===== src/rtl/shift_reg_par_in_serial_out_pkg.sv =====
// ---------------------------------------------------------------------------
// piso_pkg
//
// Shared types and helpers for the parallel-in / serial-out transmit shifter.
//
// Contents:
//   piso_state_t - FSM state encoding (IDLE, SHIFT)
//   frame_len()  - number of serial bits per frame for a word width M
//   cnt_width()  - bit width of a counter that must hold values 0..f
//
// Configuration macro: PISO_PARITY_EN
//   When defined, every frame carries one trailing even-parity bit.
//   The frame is then M+1 bits long instead of M.
// ---------------------------------------------------------------------------
package piso_pkg;

  // Two-state frame controller: waiting for a word, or sending one.
  typedef enum logic [0:0] {
    IDLE  = 1'b0,
    SHIFT = 1'b1
  } piso_state_t;

  // Serial bits per frame.
  // This is the data bits, plus the parity bit when that option is built in.
  function automatic int frame_len(input int m);
`ifdef PISO_PARITY_EN
    return m + 1;
`else
    return m;
`endif
  endfunction

  // Width needed for a counter that can represent 0..f inclusive.
  // It is usable in localparam expressions.
  function automatic int cnt_width(input int f);
    return $clog2(f + 1);
  endfunction

endpackage


===== src/rtl/shift_reg_par_in_serial_out_if.sv =====
// ---------------------------------------------------------------------------
// shift_reg_par_in_serial_out_if
//
// Bundles the load handshake and the serial output side of the PISO shifter.
//
// Signals:
//   byte_in    [M-1:0] parallel word offered by the producer
//   load_valid         producer offers byte_in
//   load_ready         shifter accepts a word this cycle (combinational)
//   shift              consumer has taken bit_out, advance to the next bit
//   bit_out            current serial bit
//   bit_valid          bit_out carries a frame bit
//   busy               a frame is in progress
//   done               one-cycle pulse after the last frame bit is consumed
//
// Modports:
//   master - producer/consumer side (drives byte_in, load_valid, shift)
//   slave  - the shifter itself
//
// Configuration macro: none (frame length is decided inside the shifter).
// ---------------------------------------------------------------------------
interface shift_reg_par_in_serial_out_if #(
  parameter int M = 5
);

  logic [M-1:0] byte_in;
  logic         load_valid;
  logic         load_ready;
  logic         shift;
  logic         bit_out;
  logic         bit_valid;
  logic         busy;
  logic         done;

  // Environment side: supplies words and paces the serial stream.
  modport master (
    output byte_in,
    output load_valid,
    output shift,
    input  load_ready,
    input  bit_out,
    input  bit_valid,
    input  busy,
    input  done
  );

  // Shifter side.
  modport slave (
    input  byte_in,
    input  load_valid,
    input  shift,
    output load_ready,
    output bit_out,
    output bit_valid,
    output busy,
    output done
  );

endinterface


===== src/rtl/shift_reg_par_in_serial_out_bit_counter.sv =====
// ---------------------------------------------------------------------------
// piso_bit_counter
//
// Counts consumed serial bits within a frame. It flags the last bit, at
// count F-1.
//
// Ports:
//   clk       rising-edge clock
//   reset_n   asynchronous active-low reset, count returns to 0
//   clear_i   synchronous clear to 0, takes priority over enable_i
//   enable_i  advance the count by one
//   last_o    the bit currently presented is the final bit of the frame
//
// Parameters:
//   F         frame length in bits (>= 2)
//
// Configuration macro: none.
// ---------------------------------------------------------------------------
module piso_bit_counter
  import piso_pkg::*;
#(
  parameter int F = 5
) (
  input  logic clk,
  input  logic reset_n,
  input  logic clear_i,
  input  logic enable_i,
  output logic last_o
);

  localparam int W = cnt_width(F);

  logic [W-1:0] cnt_q;
  logic [W-1:0] cnt_d;

  // Clear wins over enable.
  // This lets the controller restart the count on the same edge that
  // consumes the last bit of the previous frame.
  always_comb begin
    cnt_d = cnt_q;
    if (clear_i) begin
      cnt_d = '0;
    end else if (enable_i) begin
      cnt_d = cnt_q + W'(1);
    end
  end

  always_ff @(posedge clk or negedge reset_n) begin
    if (!reset_n) begin
      cnt_q <= '0;
    end else begin
      cnt_q <= cnt_d;
    end
  end

  assign last_o = (cnt_q == W'(F - 1));

endmodule


===== src/rtl/shift_reg_par_in_serial_out.sv =====
// ---------------------------------------------------------------------------
// shift_reg_par_in_serial_out
//
// Transmit-side parallel-in / serial-out shifter.
// It accepts an M-bit word through a valid/ready handshake. It then presents
// the word LSB-first, one bit per shift strobe. A word offered during the
// shift of the last bit is accepted on that edge, so frames run back to back
// with no idle cycle between them.
//
// Ports:
//   clk      rising-edge clock
//   reset_n  asynchronous active-low reset. A partial frame is dropped and
//            no done pulse is issued for it.
//   bus      shift_reg_par_in_serial_out_if.slave. It carries byte_in,
//            load_valid, load_ready, shift, bit_out, bit_valid, busy and done.
//
// Parameters:
//   M        data word width (>= 2)
//
// Configuration macro: PISO_PARITY_EN
//   When defined, an even-parity bit of the loaded word follows the M data
//   bits. The parity bit is presented with bit_valid high. done follows the
//   consumption of that parity bit.
// ---------------------------------------------------------------------------
module shift_reg_par_in_serial_out
  import piso_pkg::*;
#(
  parameter int M = 5
) (
  input  logic                            clk,
  input  logic                            reset_n,
  shift_reg_par_in_serial_out_if.slave    bus
);

  localparam int         F       = frame_len(M);
  localparam logic [0:0] StIdle  = 1'(IDLE);
  localparam logic [0:0] StShift = 1'(SHIFT);

  logic [0:0]   state_q;
  logic [0:0]   state_d;
  logic [M-1:0] sr_q;
  logic [M-1:0] sr_d;
  logic         done_q;
  logic         done_d;

  logic         inShift;
  logic         shiftFire;
  logic         lastShift;
  logic         loadReady;
  logic         loadFire;
  logic         cntLast;
  logic         shiftFill;

`ifdef PISO_PARITY_EN
  logic         parity_q;
  logic         parity_d;

  // The parity bit is fed in at the top of the register on every shift.
  // After M shifts it has reached bit 0, so bit_out presents it as the
  // frame's final bit with no extra output mux.
  assign shiftFill = parity_q;
`else
  assign shiftFill = 1'b0;
`endif

  // Handshake qualifiers.
  // A new word may enter when idle, or on the edge that consumes the last
  // bit of the current frame. This makes load_ready combinational on shift.
  assign inShift   = (state_q == StShift);
  assign shiftFire = inShift & bus.shift;
  assign lastShift = shiftFire & cntLast;
  assign loadReady = ~inShift | lastShift;
  assign loadFire  = bus.load_valid & loadReady;

  // Frame controller next state.
  // A load takes priority over ending the frame, which gives back-to-back
  // frames. Leaving SHIFT clears the register so that bit_out reads 0
  // while idle.
  always_comb begin
    state_d = state_q;
    sr_d    = sr_q;
`ifdef PISO_PARITY_EN
    parity_d = parity_q;
`endif
    if (loadFire) begin
      state_d = StShift;
      sr_d    = bus.byte_in;
`ifdef PISO_PARITY_EN
      parity_d = ^bus.byte_in;
`endif
    end else if (lastShift) begin
      state_d = StIdle;
      sr_d    = '0;
`ifdef PISO_PARITY_EN
      parity_d = 1'b0;
`endif
    end else if (shiftFire) begin
      sr_d = {shiftFill, sr_q[M-1:1]};
    end
  end

  // done marks the cycle after the final bit was consumed.
  // It is raised whether or not a new frame starts on that same edge.
  always_comb begin
    done_d = lastShift;
  end

  // State registers.
  always_ff @(posedge clk or negedge reset_n) begin
    if (!reset_n) begin
      state_q <= StIdle;
      sr_q    <= '0;
      done_q  <= 1'b0;
    end else begin
      state_q <= state_d;
      sr_q    <= sr_d;
      done_q  <= done_d;
    end
  end

`ifdef PISO_PARITY_EN
  // Parity captured at load time, held for the whole frame.
  always_ff @(posedge clk or negedge reset_n) begin
    if (!reset_n) begin
      parity_q <= 1'b0;
    end else begin
      parity_q <= parity_d;
    end
  end
`endif

  // Position within the frame.
  // The count restarts on every load and on the final shift, so it is
  // already 0 whenever the controller is idle.
  piso_bit_counter #(
    .F (F)
  ) u_bitCounter (
    .clk      (clk),
    .reset_n  (reset_n),
    .clear_i  (loadFire | lastShift),
    .enable_i (shiftFire),
    .last_o   (cntLast)
  );

  assign bus.load_ready = loadReady;
  assign bus.bit_out    = sr_q[0];
  assign bus.bit_valid  = inShift;
  assign bus.busy       = inShift;
  assign bus.done       = done_q;

endmodule


===== src/flat_wrapper.sv =====
// flat-port wrapper written by rule: the top's interface ports become plain ports
module shift_reg_par_in_serial_out_flat import piso_pkg::*;
#(
  parameter int M = 5
)
  (clk, reset_n, bus_byte_in, bus_load_valid, bus_shift, bus_load_ready, bus_bit_out, bus_bit_valid, bus_busy, bus_done);
  shift_reg_par_in_serial_out_if #(.M(M)) bus_i ();
  input  logic clk;
  input  logic reset_n;
  input wire logic [$bits(bus_i.byte_in)-1:0] bus_byte_in;
  input wire logic [$bits(bus_i.load_valid)-1:0] bus_load_valid;
  input wire logic [$bits(bus_i.shift)-1:0] bus_shift;
  output wire logic [$bits(bus_i.load_ready)-1:0] bus_load_ready;
  output wire logic [$bits(bus_i.bit_out)-1:0] bus_bit_out;
  output wire logic [$bits(bus_i.bit_valid)-1:0] bus_bit_valid;
  output wire logic [$bits(bus_i.busy)-1:0] bus_busy;
  output wire logic [$bits(bus_i.done)-1:0] bus_done;
  assign bus_i.byte_in = bus_byte_in;
  assign bus_i.load_valid = bus_load_valid;
  assign bus_i.shift = bus_shift;
  assign bus_load_ready = bus_i.load_ready;
  assign bus_bit_out = bus_i.bit_out;
  assign bus_bit_valid = bus_i.bit_valid;
  assign bus_busy = bus_i.busy;
  assign bus_done = bus_i.done;
  shift_reg_par_in_serial_out #(.M(M)) u_core (.clk(clk), .reset_n(reset_n), .bus(bus_i));
endmodule

===== config.mk =====
export PLATFORM = sky130hd
export DESIGN_NAME = shift_reg_par_in_serial_out_flat
export DESIGN_NICKNAME = d
export VERILOG_FILES = /design/src/rtl/shift_reg_par_in_serial_out_pkg.sv /design/src/rtl/shift_reg_par_in_serial_out_if.sv /design/src/rtl/shift_reg_par_in_serial_out_bit_counter.sv /design/src/rtl/shift_reg_par_in_serial_out.sv /design/src/flat_wrapper.sv
export SDC_FILE = /design/constraint.sdc
export NUM_CORES = 1
export LEC_CHECK = 0
export CAP_MARGIN = 20
export CORE_AREA = 2 2 39 41
export DETAILED_ROUTE_END_ITERATION = 8
export DIE_AREA = 0 0 41 43
export SLEW_MARGIN = 20
export SYNTH_ARGS = -nofsm -noshare
export SYNTH_HDL_FRONTEND = slang
export SYNTH_SLANG_ARGS = --single-unit

===== constraint.sdc =====
create_clock -name clk -period 1.4 [get_ports clk]
set_input_delay 0.14 -clock clk [delete_from_list [all_inputs] [get_ports clk]]
set_output_delay 0.14 -clock clk [all_outputs]
set_load 0.01 [all_outputs]

==> results.cfg <==
[route]
drt_first_iter_violations = 4
drt_wl_total_microns = 979
wire_per_inst_microns = 11.8
remaining_drc_errors = 0
drtPass1Iterations = 2
vias = 399
ant_nets = 0
routed_via_density = 4.81

[finish]
num-fill-cells = 130
layout-drive-gt1-share = 0.373
final_cells = 83
fin_area_sq_um = 734
syn_to_final_growth_pct = 59.1
finalNetCount = 79
antenna_cells = 0

[synth]
yosysTopAreaCell = dfrtp_1
synthDominantCellAreaShare = 0.542
synthTopCellsByArea = dfrtp_1 54%, a221o_1 8.7%, and2_1 5.4%
synthTopCellsByCount = 10 x dfrtp_1, 5 x nand2_1, 4 x a221o_1, 4 x and2_1
synthSimpleGateAreaFrac = 0.130
synth_area_sq_um = 462
ys_types = 16
synthXorXnorAreaFrac = 0
synth_compound_area_frac = 0.187
synth_top_family_by_area = compound AO/OA/AOI/OAI gates
synth_edf_count = 0
yosys_warnings = 0
synth_fp_nets = 52
synth-seq-area-share = 0.542
synthMuxAreaShare = 0.0461
synthCells = 41
synth_seq_cells = 10
synth_flop_cell = dfrtp_1
synthAdderAreaFrac = 0.0542
syn_avg_cell_area_sq_um = 11.3
async_reset_ff_frac = 1.00
synthMostInstantiatedCell = dfrtp_1

[cts]
numCtsBuffers = 3
clock_latency_ns = 0.26
cts_buffer_depth = 2
cts_hold_buffers = 0
cts_sinks = 10
h-tree-depth = 1
clkTransAtPathRegs_ns = 0.07
clk_root_buffer_cell = clkbuf_4
tritoncts = built

[power]
p_sw_frac = 0.298
p_sw_uw = 351
power_frac_seq = 0.381
intPower_uw = 827
peakVddDrop_v = 0.000708
combPwrFrac = 0.398
p_clk_frac = 0.222
powerDensity_nw_per_um2 = 1600
p_total_uw = 1180
power_leakage_uw = 0.000350

[sta]
timing.final.max_slew_violations = 0
hold_viol = 0
fin_skew_ns = 0.00581
worst_hold_slack_ns = 0.191
rsz0062_at_grt = no
maxSlewHeadroom = 0.687
max_freq_mhz = 742
finalSetupViolations = 0
finalCriticalPeriod_ns = 1.35
fin_crit_sh = 0.962
tightestPinTransition_ns = 0.468
finalSetupTns_ns = 0

[floorplan]
start_util = 0.334
die_x_microns = 41
core_sq_um = 1380
die_area_sq_um = 1760
chipHeight_microns = 43
row_count = 14
ios = 14

[status]
status = completed

[min_path]
hold_class = in -> async

[placement]
gp_congestion = 0.673
placed_area_sq_um = 657
place_inst = 76
hpwl_microns = 704
port_buffers = 13

[critical_path]
rr_startpoint = u_core.u_bitCounter.cnt_q[0]
r2r-end = u_core.sr_q[3]
crit_required_ns = 1.26
r2r_cells = 5
worst-r2r-setup-slack_ns = 0.08
path_class = reg -> out
crit_fanout = 2
start_kind = register
worstPathArrival_ns = 1.21
end_kind = output port

[grt]
grt_max_degree = 11
antenna_found_initial = 0
overflow = 0
grt_pass1_wl_microns = 1690
grt_pass1_vias = 398
grt_use_total = 0.148

[job]
cap_violations = 0
[registers in the layout (all words and copies together) (netlist names)]
signal,flops
u_core.bus.done,1
u_core.bus.bit_valid,1
u_core.u_bitCounter.cnt_q,3
u_core.sr_q,5
[worst max-delay path by stage]
stage | slack, ns | from | endpoint | cells after the start
final | 0.05 | u_core.u_bitCounter.cnt_q[0] | bus_load_ready | 5
after floorplan | 0.16 | u_core.u_bitCounter.cnt_q[0] | u_core.sr_q[0] | 5
after detailed placement | -0.13 | bus_shift | bus_load_ready | 4
after global placement | -0.11 | bus_shift | bus_load_ready | 4
after CTS | 0.009 | u_core.u_bitCounter.cnt_q[0] | u_core.sr_q[1] | 5
after global routing | 0.003 | u_core.u_bitCounter.cnt_q[0] | bus_load_ready | 5
[per-stage QoR]
step | setup slack, ns | utilization
6_report | 0.0526 | 0.531
5_1_grt | 0.00342 | 0.531
4_1_cts | 0.00916 | 0.511
3_5_place_dp | -0.133 | 0.475
3_3_place_gp | -0.113 | 0.475
2_1_floorplan | 0.165 | -
[kinds of logic after synthesis]
logic type	after synthesis
AOI/OAI and AO/OA	11
adders and majority gates	2
buffers and inverters	4
DFF	10
muxes	2
and+or+nand+nor	12
[critical path, cell delays in order (launching register included)]
cell and delay, ns:
dfrtp_1 0.40, inv_2 0.06, ha_2 0.18, nand3_2 0.09, nand2_2 0.09, buf_2 0.13
[power groups by stage]
stage	combinational [uW]	sequential (uW)	clock [uW]
after global placement	430	446	0
after detailed placement	428	448	0
after CTS	443	441	266
after floorplan	217	446	0
after global routing	523	464	277
final	468	448	261
[metal layers]
metal | track usage | share of wire | vias up
met3 | 0.0471 | 0.036 | 2
met5 | 0 | 0 | -
met2 | 0.194 | 0.47 | 8
li1 | - | - | 198
met4 | 0.100 | 0.019 | 0
met1 | 0.201 | 0.47 | 191
[placed cells by master (no fill, tap or decap)]
cell / Yosys / layout
a21oi_1: 3 / 1
a21oi_2: 0 / 2
a221o_1: 4 / 4
a22o_2: 2 / 2
a31oi_1: 1 / 1
and2_1: 4 / 4
buf_2: 0 / 1
buf_4: 1 / 10
clkbuf_4: 0 / 3
clkbuf_8: 0 / 1
clkdlybuf4s50_1: 0 / 10
dfrtp_1: 10 / 9
dfrtp_2: 0 / 1
dlymetal6s2s_1: 0 / 2
ha_1: 2 / 1
ha_2: 0 / 1
inv_1: 3 / 2
inv_2: 0 / 1
mux2_2: 1 / 1
mux2i_1: 1 / 1
nand2_1: 5 / 4
nand2_2: 0 / 1
nand3_2: 0 / 1
nand3b_1: 1 / 1
nor2_1: 1 / 1
o21ai_0: 1 / 1
[cell type report]
type,count,area (sq um),area share
Sequential cell,10,251,0.342
Multi-Input combinational cell,27,210,0.286
Timing Repair Buffer,23,205,0.279
Clock buffer,4,36.3,0.0494
Tap cell,16,20.0,0.0273
Inverter,3,11.3,0.0153
[timing repair]
action,4_1_cts,5_1_grt
pin swaps,1,3
buffers inserted,2,1
gates resized for setup,6,7
endpoints found under the setup margin,6,9
(Power assumes the default switching activity.)
